`config.mk`:
```
export PLATFORM = sky130hd
export DESIGN_NAME = trace_capture
export DESIGN_NICKNAME = d
export VERILOG_FILES = /design/src/rtl/trace_pkg.sv /design/src/rtl/trace_ram.sv /design/src/rtl/trace_capture.sv
export SDC_FILE = /design/constraint.sdc
export NUM_CORES = 2
export LEC_CHECK = 0
export CORE_MARGIN = 2
export CORE_UTILIZATION = 49
export CTS_CLUSTER_DIAMETER = 80
export CTS_CLUSTER_SIZE = 30
export DETAILED_ROUTE_END_ITERATION = 16
export PLACE_DENSITY = 0.66
export SYNTH_ARGS = -nofsm -noshare
export SYNTH_HDL_FRONTEND = slang
export SYNTH_SLANG_ARGS = --single-unit
```
`constraint.sdc`:
```
create_clock -name clk -period 5.2 [get_ports clk]
set_clock_uncertainty 0.05 [all_clocks]
set_input_delay 1.04 -clock clk [delete_from_list [all_inputs] [get_ports clk]]
set_output_delay 1.04 -clock clk [all_outputs]
set_load 0.05 [all_outputs]
```
`src/rtl/trace_pkg.sv`:
```
// trace_pkg: shared types, default geometry and the trigger compare helper
// for the trace_capture logic analyser.
package trace_pkg;

    typedef enum logic [1:0] {
        IDLE  = 2'd0,
        ARMED = 2'd1,
        POST  = 2'd2,
        DUMP  = 2'd3
    } state_t;

    localparam int WIDTH_DEF    = 16;
    localparam int CHANNELS_DEF = 6;
    localparam int DEPTH_DEF    = 16;

    // Pointer and channel-index widths for the default geometry; instances
    // with other parameters derive their own from DEPTH/CHANNELS.
    localparam int PTR_W = $clog2(DEPTH_DEF);
    localparam int CH_W  = $clog2(CHANNELS_DEF);

    // Operand width of the compare helper; callers zero-extend into it.
    localparam int CMP_W = 64;

    // True when every bit selected by mask agrees between sample and value.
    function automatic logic masked_match(input logic [CMP_W-1:0] sample,
                                          input logic [CMP_W-1:0] value,
                                          input logic [CMP_W-1:0] mask);
        return ((sample ^ value) & mask) == '0;
    endfunction

endpackage

```
`src/rtl/trace_ram.sv`:
```
// trace_ram: DEPTH rows of one full probe sample each. One synchronous write
// port; the read port is combinational so the sequencer can present the next
// beat on the same edge that retires the current one.
module trace_ram #(
    parameter  int ROW_W = 96,
    parameter  int DEPTH = 16,
    localparam int AW    = $clog2(DEPTH)
) (
    input  logic             clk,
    input  logic             we,
    input  logic [AW-1:0]    wr_addr,
    input  logic [ROW_W-1:0] wr_data,
    input  logic [AW-1:0]    rd_addr,
    output logic [ROW_W-1:0] rd_data
);

    logic [ROW_W-1:0] mem [DEPTH];

    // Store one sample row per enabled cycle.
    always_ff @(posedge clk) begin
        if (we) mem[wr_addr] <= wr_data;
    end

    assign rd_data = mem[rd_addr];

endmodule

```
`src/rtl/trace_capture.sv`:
```
// trace_capture: arms on a pulse, records probe rows into a circular buffer,
// stops on a masked trigger plus a post-trigger window, then streams the
// retained rows oldest-first as one beat per channel over valid/ready.
module trace_capture
    import trace_pkg::*;
#(
    parameter  int WIDTH    = WIDTH_DEF,
    parameter  int CHANNELS = CHANNELS_DEF,
    parameter  int DEPTH    = DEPTH_DEF,
    localparam int AW       = $clog2(DEPTH),
    localparam int CW       = $clog2(CHANNELS)
) (
    input  logic                      clk,
    input  logic                      rst,
    input  logic [CHANNELS*WIDTH-1:0] probe,
    input  logic                      arm,
    input  logic [CW-1:0]             trig_ch,
    input  logic [WIDTH-1:0]          trig_value,
    input  logic [WIDTH-1:0]          trig_mask,
    input  logic [AW-1:0]             post_count,
    output logic                      out_valid,
    input  logic                      out_ready,
    output logic [WIDTH-1:0]          out_data,
    output logic [CW-1:0]             out_ch,
    output logic                      out_last,
    output logic                      busy,
    output logic                      triggered
);

    localparam logic [AW:0]   FILL_MAX = (AW+1)'(DEPTH);
    localparam logic [AW:0]   ONE_F    = (AW+1)'(1);
    localparam logic [AW-1:0] ONE_P    = AW'(1);
    localparam logic [CW-1:0] ONE_C    = CW'(1);
    localparam logic [CW-1:0] LAST_CH  = CW'(CHANNELS-1);

    state_t state, state_n;

    logic [AW-1:0]          wr_ptr;
    logic [AW:0]            fill;
    logic [AW:0]            fill_n;
    logic [AW-1:0]          remaining;
    logic [CW-1:0]          cfg_ch;
    logic [WIDTH-1:0]       cfg_value;
    logic [WIDTH-1:0]       cfg_mask;
    logic [AW-1:0]          cfg_post;
    logic [AW-1:0]          dump_row;
    logic [CW-1:0]          dump_ch;
    logic [AW:0]            rows_left;
    logic [WIDTH-1:0]       trig_sample;
    logic [CHANNELS*WIDTH-1:0] rd_row;
    logic                   match;
    logic                   wr_en;
    logic                   restart;
    logic                   last_accept;

    assign trig_sample = probe[int'(cfg_ch)*WIDTH +: WIDTH];
    assign match       = masked_match(CMP_W'(trig_sample), CMP_W'(cfg_value),
                                      CMP_W'(cfg_mask));
    // A re-arm while capturing discards the cycle's sample and starts over.
    assign restart     = arm && (state != DUMP);
    assign wr_en       = (state == ARMED || state == POST) && !arm;
    assign last_accept = (state == DUMP) && out_valid && out_ready && out_last;
    assign fill_n      = (fill == FILL_MAX) ? fill : fill + ONE_F;
    assign busy        = (state != IDLE);

    trace_ram #(
        .ROW_W (CHANNELS*WIDTH),
        .DEPTH (DEPTH)
    ) u_ram (
        .clk     (clk),
        .we      (wr_en),
        .wr_addr (wr_ptr),
        .wr_data (probe),
        .rd_addr (dump_row),
        .rd_data (rd_row)
    );

    // State register.
    always_ff @(posedge clk or posedge rst) begin
        if (rst) state <= IDLE;
        else     state <= state_n;
    end

    // Next-state decode.
    always_comb begin
        state_n = state;
        case (state)
            IDLE:    if (arm) state_n = ARMED;
            ARMED: begin
                if (arm)        state_n = ARMED;
                else if (match) state_n = (cfg_post == '0) ? DUMP : POST;
            end
            POST: begin
                if (arm)                     state_n = ARMED;
                else if (remaining == ONE_P) state_n = DUMP;
            end
            DUMP:    if (last_accept) state_n = IDLE;
            default: state_n = IDLE;
        endcase
    end

    // Trigger configuration, captured on each accepted arm.
    always_ff @(posedge clk) begin
        if (restart) begin
            cfg_ch    <= trig_ch;
            cfg_value <= trig_value;
            cfg_mask  <= trig_mask;
            cfg_post  <= post_count;
        end
    end

    // Write pointer, fill level, post-trigger countdown and trigger flag.
    always_ff @(posedge clk or posedge rst) begin
        if (rst) begin
            wr_ptr    <= '0;
            fill      <= '0;
            remaining <= '0;
            triggered <= 1'b0;
        end else if (restart) begin
            wr_ptr    <= '0;
            fill      <= '0;
            triggered <= 1'b0;
        end else begin
            if (wr_en) begin
                wr_ptr <= wr_ptr + ONE_P;
                fill   <= fill_n;
            end
            if (state == ARMED && match) begin
                triggered <= 1'b1;
                remaining <= cfg_post;
            end
            if (state == POST) remaining <= remaining - ONE_P;
            if (last_accept)   triggered <= 1'b0;
        end
    end

    // Beat sequencer: dump_row/dump_ch always address the beat that will be
    // loaded next, so an accepted beat is replaced on the same edge.
    always_ff @(posedge clk or posedge rst) begin
        if (rst) begin
            out_valid <= 1'b0;
            out_data  <= '0;
            out_ch    <= '0;
            out_last  <= 1'b0;
            dump_row  <= '0;
            dump_ch   <= '0;
            rows_left <= '0;
        end else if (state != DUMP && state_n == DUMP) begin
            // Entry edge is also the final write: oldest = new wr_ptr - rows.
            dump_row  <= wr_ptr + ONE_P - fill_n[AW-1:0];
            dump_ch   <= '0;
            rows_left <= fill_n;
        end else if (state == DUMP && (!out_valid || out_ready)) begin
            if (rows_left != '0) begin
                out_valid <= 1'b1;
                out_data  <= rd_row[int'(dump_ch)*WIDTH +: WIDTH];
                out_ch    <= dump_ch;
                out_last  <= (rows_left == ONE_F) && (dump_ch == LAST_CH);
                if (dump_ch == LAST_CH) begin
                    dump_ch   <= '0;
                    dump_row  <= dump_row + ONE_P;
                    rows_left <= rows_left - ONE_F;
                end else begin
                    dump_ch <= dump_ch + ONE_C;
                end
            end else begin
                out_valid <= 1'b0;
                out_last  <= 1'b0;
            end
        end
    end

endmodule

```
# Word-level counts from Yosys, hierarchy flattened
# Memories as Yosys holds them, arrays and structs flattened.
# Cells that the tools add are included.
# totals
regBits	88
ramBits	1536
in_bits	139
output_inout_bits	23
wordCells	102
n_memories	1
# op_classes
add_sub_neg	7
n_eq_ne	9
n_shift	2
mux	34
bitwise	4
reduce_logical	29
# mem_list
name	words	word_bits	read_ports	rd_clocked_by_memory_dff	write_ports	line_no	text
u_ram.mem	16	96	1	0	1	trace_ram.sv:17	logic [ROW_W-1:0] mem [DEPTH];
# ops
op	n
$shiftx 96x8->16	2
$logic_not 64->1	1
$mux 5	7
$mux 4	8
$and 16x16->16	1
$xor 16x16->16	1
$mux 2	6
$mux 3	4
$reduce_bool 2->1	6
$logic_and 1x1->1	9
$add 4x1->4 const B	2
$mux 1	8
$pmux 2 s4	1
$eq 2x2->1 const B	3
$reduce_and 2->1	3
$reduce_and 3->1	2
$add 5x1->5 const B	1
$eq 5x1->1 const B	1
$eq 5x5->1 const B	1
$reduce_bool 5->1	1
$sub 5x1->5 const B	1
$eq 4x1->1 const B	1
$logic_not 4->1	1
$sub 4x1->4 const B	1
other kinds (10)	13

# Logic depth before layout (Yosys ltp)
# logic_depth
word_depth	11
ltp_mapped	14
mapped_depth_nobuf	12

# Cells and area by module
# From an unflattened synthesis, not the netlist that was laid out.
# unflattened
cells_unflattened	2869
area_unflattened_um2	62972.9
# modules_own_cells
mod	instances	cells_each	area_each_um2	seq_area_each_um2
trace_ram	1	2364	57433.8	46124.2
trace_capture	1	505	5539.1	2397.3

# Worst setup path after synthesis
# No wires, ideal clock.
# synth_path
path_kind	input -> register
start	input port arm
end	memory u_ram.mem[10][0] (enable)
setup_ps	465
arrival_ps	4115
t_required_ps	4685
setup_slack_ps	570
stages	5
n_path_buf	2
cell_sequence	clkbuf_1 > nand2b_1 > clkbuf_1 > nor3b_1 > and2_1
# synth_via
elab_chain_len	4
# synth_lines
element	line_no	text
start: declaration	trace_capture.sv:16	input logic arm,
$logic_not 1->1	trace_capture.sv:61	assign wr_en = (state == ARMED || state == POST) && !arm;
$logic_and 1x1->1	trace_capture.sv:61	
$mux 1	trace_ram.sv:21	if (we) mem[wr_addr] <= wr_data;
$mux 1 (implied by the code)	trace_ram.sv:21	
end: declaration	trace_ram.sv:17	
# No other way between the ends.

# Worst setup path in the final report
# layout_path
start	register cfg_ch[2]
end	register dump_row[1]
# layout_via
elab_chain_len	11
elab_cells_between_ends	14
classes_between	eq/ne (1); shift (1); mux (4); bitwise (2); reduce/logical (6)
# layout_lines
element	line_no	text
start: declaration	trace_capture.sv:42	logic [CW-1:0] cfg_ch;
start signal: assignment	trace_capture.sv:105	cfg_ch <= trig_ch;
$shiftx 96x8->16 (*)	trace_capture.sv:56	assign trig_sample = probe[int'(cfg_ch)*WIDTH +: WIDTH];
$xor 16x16->16 (*)	trace_pkg.sv:28	return ((sample ^ value) & mask) == '0;
$and 16x16->16 (*)	trace_pkg.sv:28	
$logic_not 64->1 (*)	trace_pkg.sv:28	
$mux 2 (*)	trace_capture.sv:91	else if (match) state_n = (cfg_post == '0) ? DUMP : POST;
$mux 2 (*)	trace_capture.sv:90	if (arm) state_n = ARMED;
$pmux 2 s4 (*)	trace_capture.sv:87	case (state)
named net state_n[1]	trace_capture.sv:36	state_t state, state_n;
$eq 2x2->1 (*)	trace_capture.sv:148	end else if (state != DUMP && state_n == DUMP) begin
$logic_and 1x1->1 (*)	trace_capture.sv:148	
$reduce_bool 2->1 (no source line)	-	
$reduce_and 3->1 (no source line)	-	
end signal: assignment	trace_capture.sv:150	dump_row <= wr_ptr + ONE_P - fill_n[AW-1:0];
end signal: assignment	trace_capture.sv:161	dump_row <= dump_row + ONE_P;
end: declaration	trace_capture.sv:46	logic [AW-1:0] dump_row;
# Mark *: on every way through the listed nets, which the timed path passes. The rest lies on a longest branch.
# A chain may end at the register's enable or synchronous reset.

==> reports/metrics.cfg <==
[timing]
tightest_slew_ps=1150
setup_tns_ps=0
max_freq_mhz=231
finalHoldViolCount=0
post-route-period-util_pct=83.2
whs_ps=446
slew_headroom_pct=23.1
drv_slew=0
finalSetupViolations=0
rsz0062_at_grt=no
fin_crit_ps=4330
fin_ws_ps=875

[critical_path]
arrival_ps=4850
slowest_delay_ps=910
r2r_setup_slack_ps=870
cp_max_fo=16
required_ps=5720
cp_slowest_cell=or2_1
critPathLaunchType=flop
reg2reg_depth=12
r2r_start=cfg_ch[2]
r2r-end=dump_row[1]
crit_type=reg2reg
endpoint_kind=flop
cp_cell_sequence=or2_1, o22ai_1, or3_1, and3_1, a2111oi_2, buf_4, nand4_2, buf_4, o41ai_4, o211ai_4, and2_0, a221o_1
cpMostUsedCell=buf_4

[finish]
multiInputGateArea_um2=13900
layout_common_cells=edfxtp_1, mux4_2, clkdlybuf4s50_1, buf_4, clkbuf_16
n_fill_cell=9275
nets=3073
final-seq-area_um2=48500
drive_above_1_share_pct=27.3
areaGrowthSynthToFinish_pct=11.5
final_common_cell=edfxtp_1

[run]
max_cap_viol_count=0

[clock_tree]
root_buffer=clkbuf_16
clockBufferDepth=3
clk_transition_reported_paths_ps=100
cts_resized=0
htreeDepth=3
postCtsSetupBuffers=0
cts_made_buffers=72
hold_buffers=0
clkSinkCount=1624
clock_latency_ps=680
cts_tree=yes

[global_routing]
grt_pass1_vias=30353
overflow=0
grt_max_degree=67
grt_usage_pct=24.7
antenna_found_initial=12
grt_pass1_wl_um=228000

[floorplan]
start_util_pct=49.4
core-area_um2=128000
dieArea_um2=132000
num_rows=131
die_h_um=363
io-pin-count=162
die_x_um=363

[placed_design]
dp.final_hpwl_um=95900
dp_slack_ps=226
routabilityCongestion=0.856
portBuffers=161

[route]
drc=0
wl_per_cell_um=35.0
routed_wl_um=162000
vias_per_cell=6.50
first_pass_iters=5
drtIter0Drc=4472
vias=30032
ant_nets=0

[synthesis]
synth_ff_type=edfxtp_1
synth_cell_types=54
synth_edf_count=1575
syn_nets=2818
synthCells=2658
ys_ff_latch=1624
async_flop_share_pct=3.02
yosys_warnings=0
synth_area_um2=63100
synth_top_cell_by_area=edfxtp_1
yosysTopAreaCellShare_pct=75.0
ys_seq_area_share_pct=76.9
synth_top_cells_by_area=edfxtp_1, mux4_2, dfrtp_1
syn_area_per_cell_um2=23.7

[worst_hold_path]
min-delay-start=out_ch[1]
hold_depth=2
holdPathEnd=out_ch[1]
hold_class=reg2reg

[power]
leakage_nw=21.5
power_density_nw_per_um2=447
irDropWorstVdd_mv=0.307

[status]
status=complete, no violations

==> stage by stage <==
step	instance area (µm²)	instances	total power, W	utilization, %
final	70300	4617	0.0314	55.1
after global routing	70300	4616	0.0324	55.1
after CTS	70300	4615	0.0316	55.1
after detailed placement	68000	4501	0.0249	53.3
after global placement	68000	4501	0.0247	53.3
after floorplan	63100	2658	0.0215	-
==> layout make-up <==
cell class | count | share of cell area, %
clock inverter | 30 | 0.497
clock buffer | 84 | 2.72
timing repair buffer | 319 | 4.85
inverter | 37 | 0.198
sequential | 1624 | 69.0
tap | 1662 | 2.96
antenna | 2 | 0.00712
multi-input combinational | 859 | 19.7
==> sequential cells by signal (all words and copies together), names as in the netlist <==
| register | flops |
|---|---|
| cfg_ch | 3 |
| cfg_mask | 16 |
| cfg_post | 4 |
| cfg_value | 16 |
| dump_ch | 3 |
| dump_row | 4 |
| fill | 5 |
| out_ch | 3 |
| out_data | 16 |
| out_last | 1 |
| out_valid | 1 |
| remaining | 4 |
| rows_left | 5 |
| state | 2 |
| triggered | 1 |
| u_ram.mem | 1536 |
| wr_ptr | 4 |
==> Yosys cell counts, types with 4 or more instances <==
cell type,n
clkbuf_1,80
a21oi_1,28
and3_1,13
nor2b_1,4
o21ai_0,33
nand3_1,8
xor2_1,8
xnor2_1,12
mux2i_1,51
mux4_2,496
o22ai_1,17
or3_1,14
nor2_1,36
buf_6,7
buf_1,42
a2111oi_2,4
inv_1,36
mux2_2,16
buf_2,5
buf_4,4
a221oi_1,15
and2_1,17
nand2_1,26
ha_1,20
edfxtp_1,1575
nor3_1,5
dfrtp_1,49
==> worst max-delay path by stage <==
| stage | startpoint | endpoint | slack, ps | cells after the start |
|---|---|---|---|---|
| floorplan | arm | u_ram.mem[10][0] | 570 | 5 |
| global placement | probe[38] | dump_row[1] | 300 | 13 |
| detailed placement | probe[38] | dump_row[1] | 230 | 13 |
| CTS | probe[38] | dump_row[1] | 960 | 13 |
| global route | cfg_ch[2] | dump_row[1] | 730 | 12 |
| finish | cfg_ch[2] | dump_row[1] | 870 | 12 |
==> critical path: cells and delay by family, from the launching register on <==
kind                   cells  cell delay [ps]
and+or+nand+nor            5             1730
AOI/OAI and AO/OA          5             1530
DFF                        1              520
buffers and inverters      2              370
==> metal layers <==
metal	share of wire, %	wire [µm]	GRT usage [%]	vias to the layer above
met1	39	63500	34.5	16533
met3	8.8	14300	5.10	200
met5	0.053	86	0	-
met2	49	79600	40.3	1462
li1	-	-	-	11823
met4	2.6	4140	6.08	14
==> logic make-up (layout without fill, tap and decap cells) <==
logic type	after synthesis	in the layout	share of synthesized area, %
adders and majority gates	21	21	0.429
and+or+nand+nor	137	137	1.11
other	0	2	0
AOI/OAI and AO/OA	118	118	1.28
muxes	563	563	18.8
buffers and inverters	175	470	1.16
DFF	1624	1624	76.9
xor gates and xnor gates	20	20	0.278
==> where the power goes <==
group          total, W  internal [W]  switching (W)
clock network   0.00688       0.00278        0.00410
logic           0.00896       0.00436        0.00460
registers        0.0156        0.0150       0.000543
total            0.0314        0.0222        0.00924
Power figures use the tool's default switching activity.
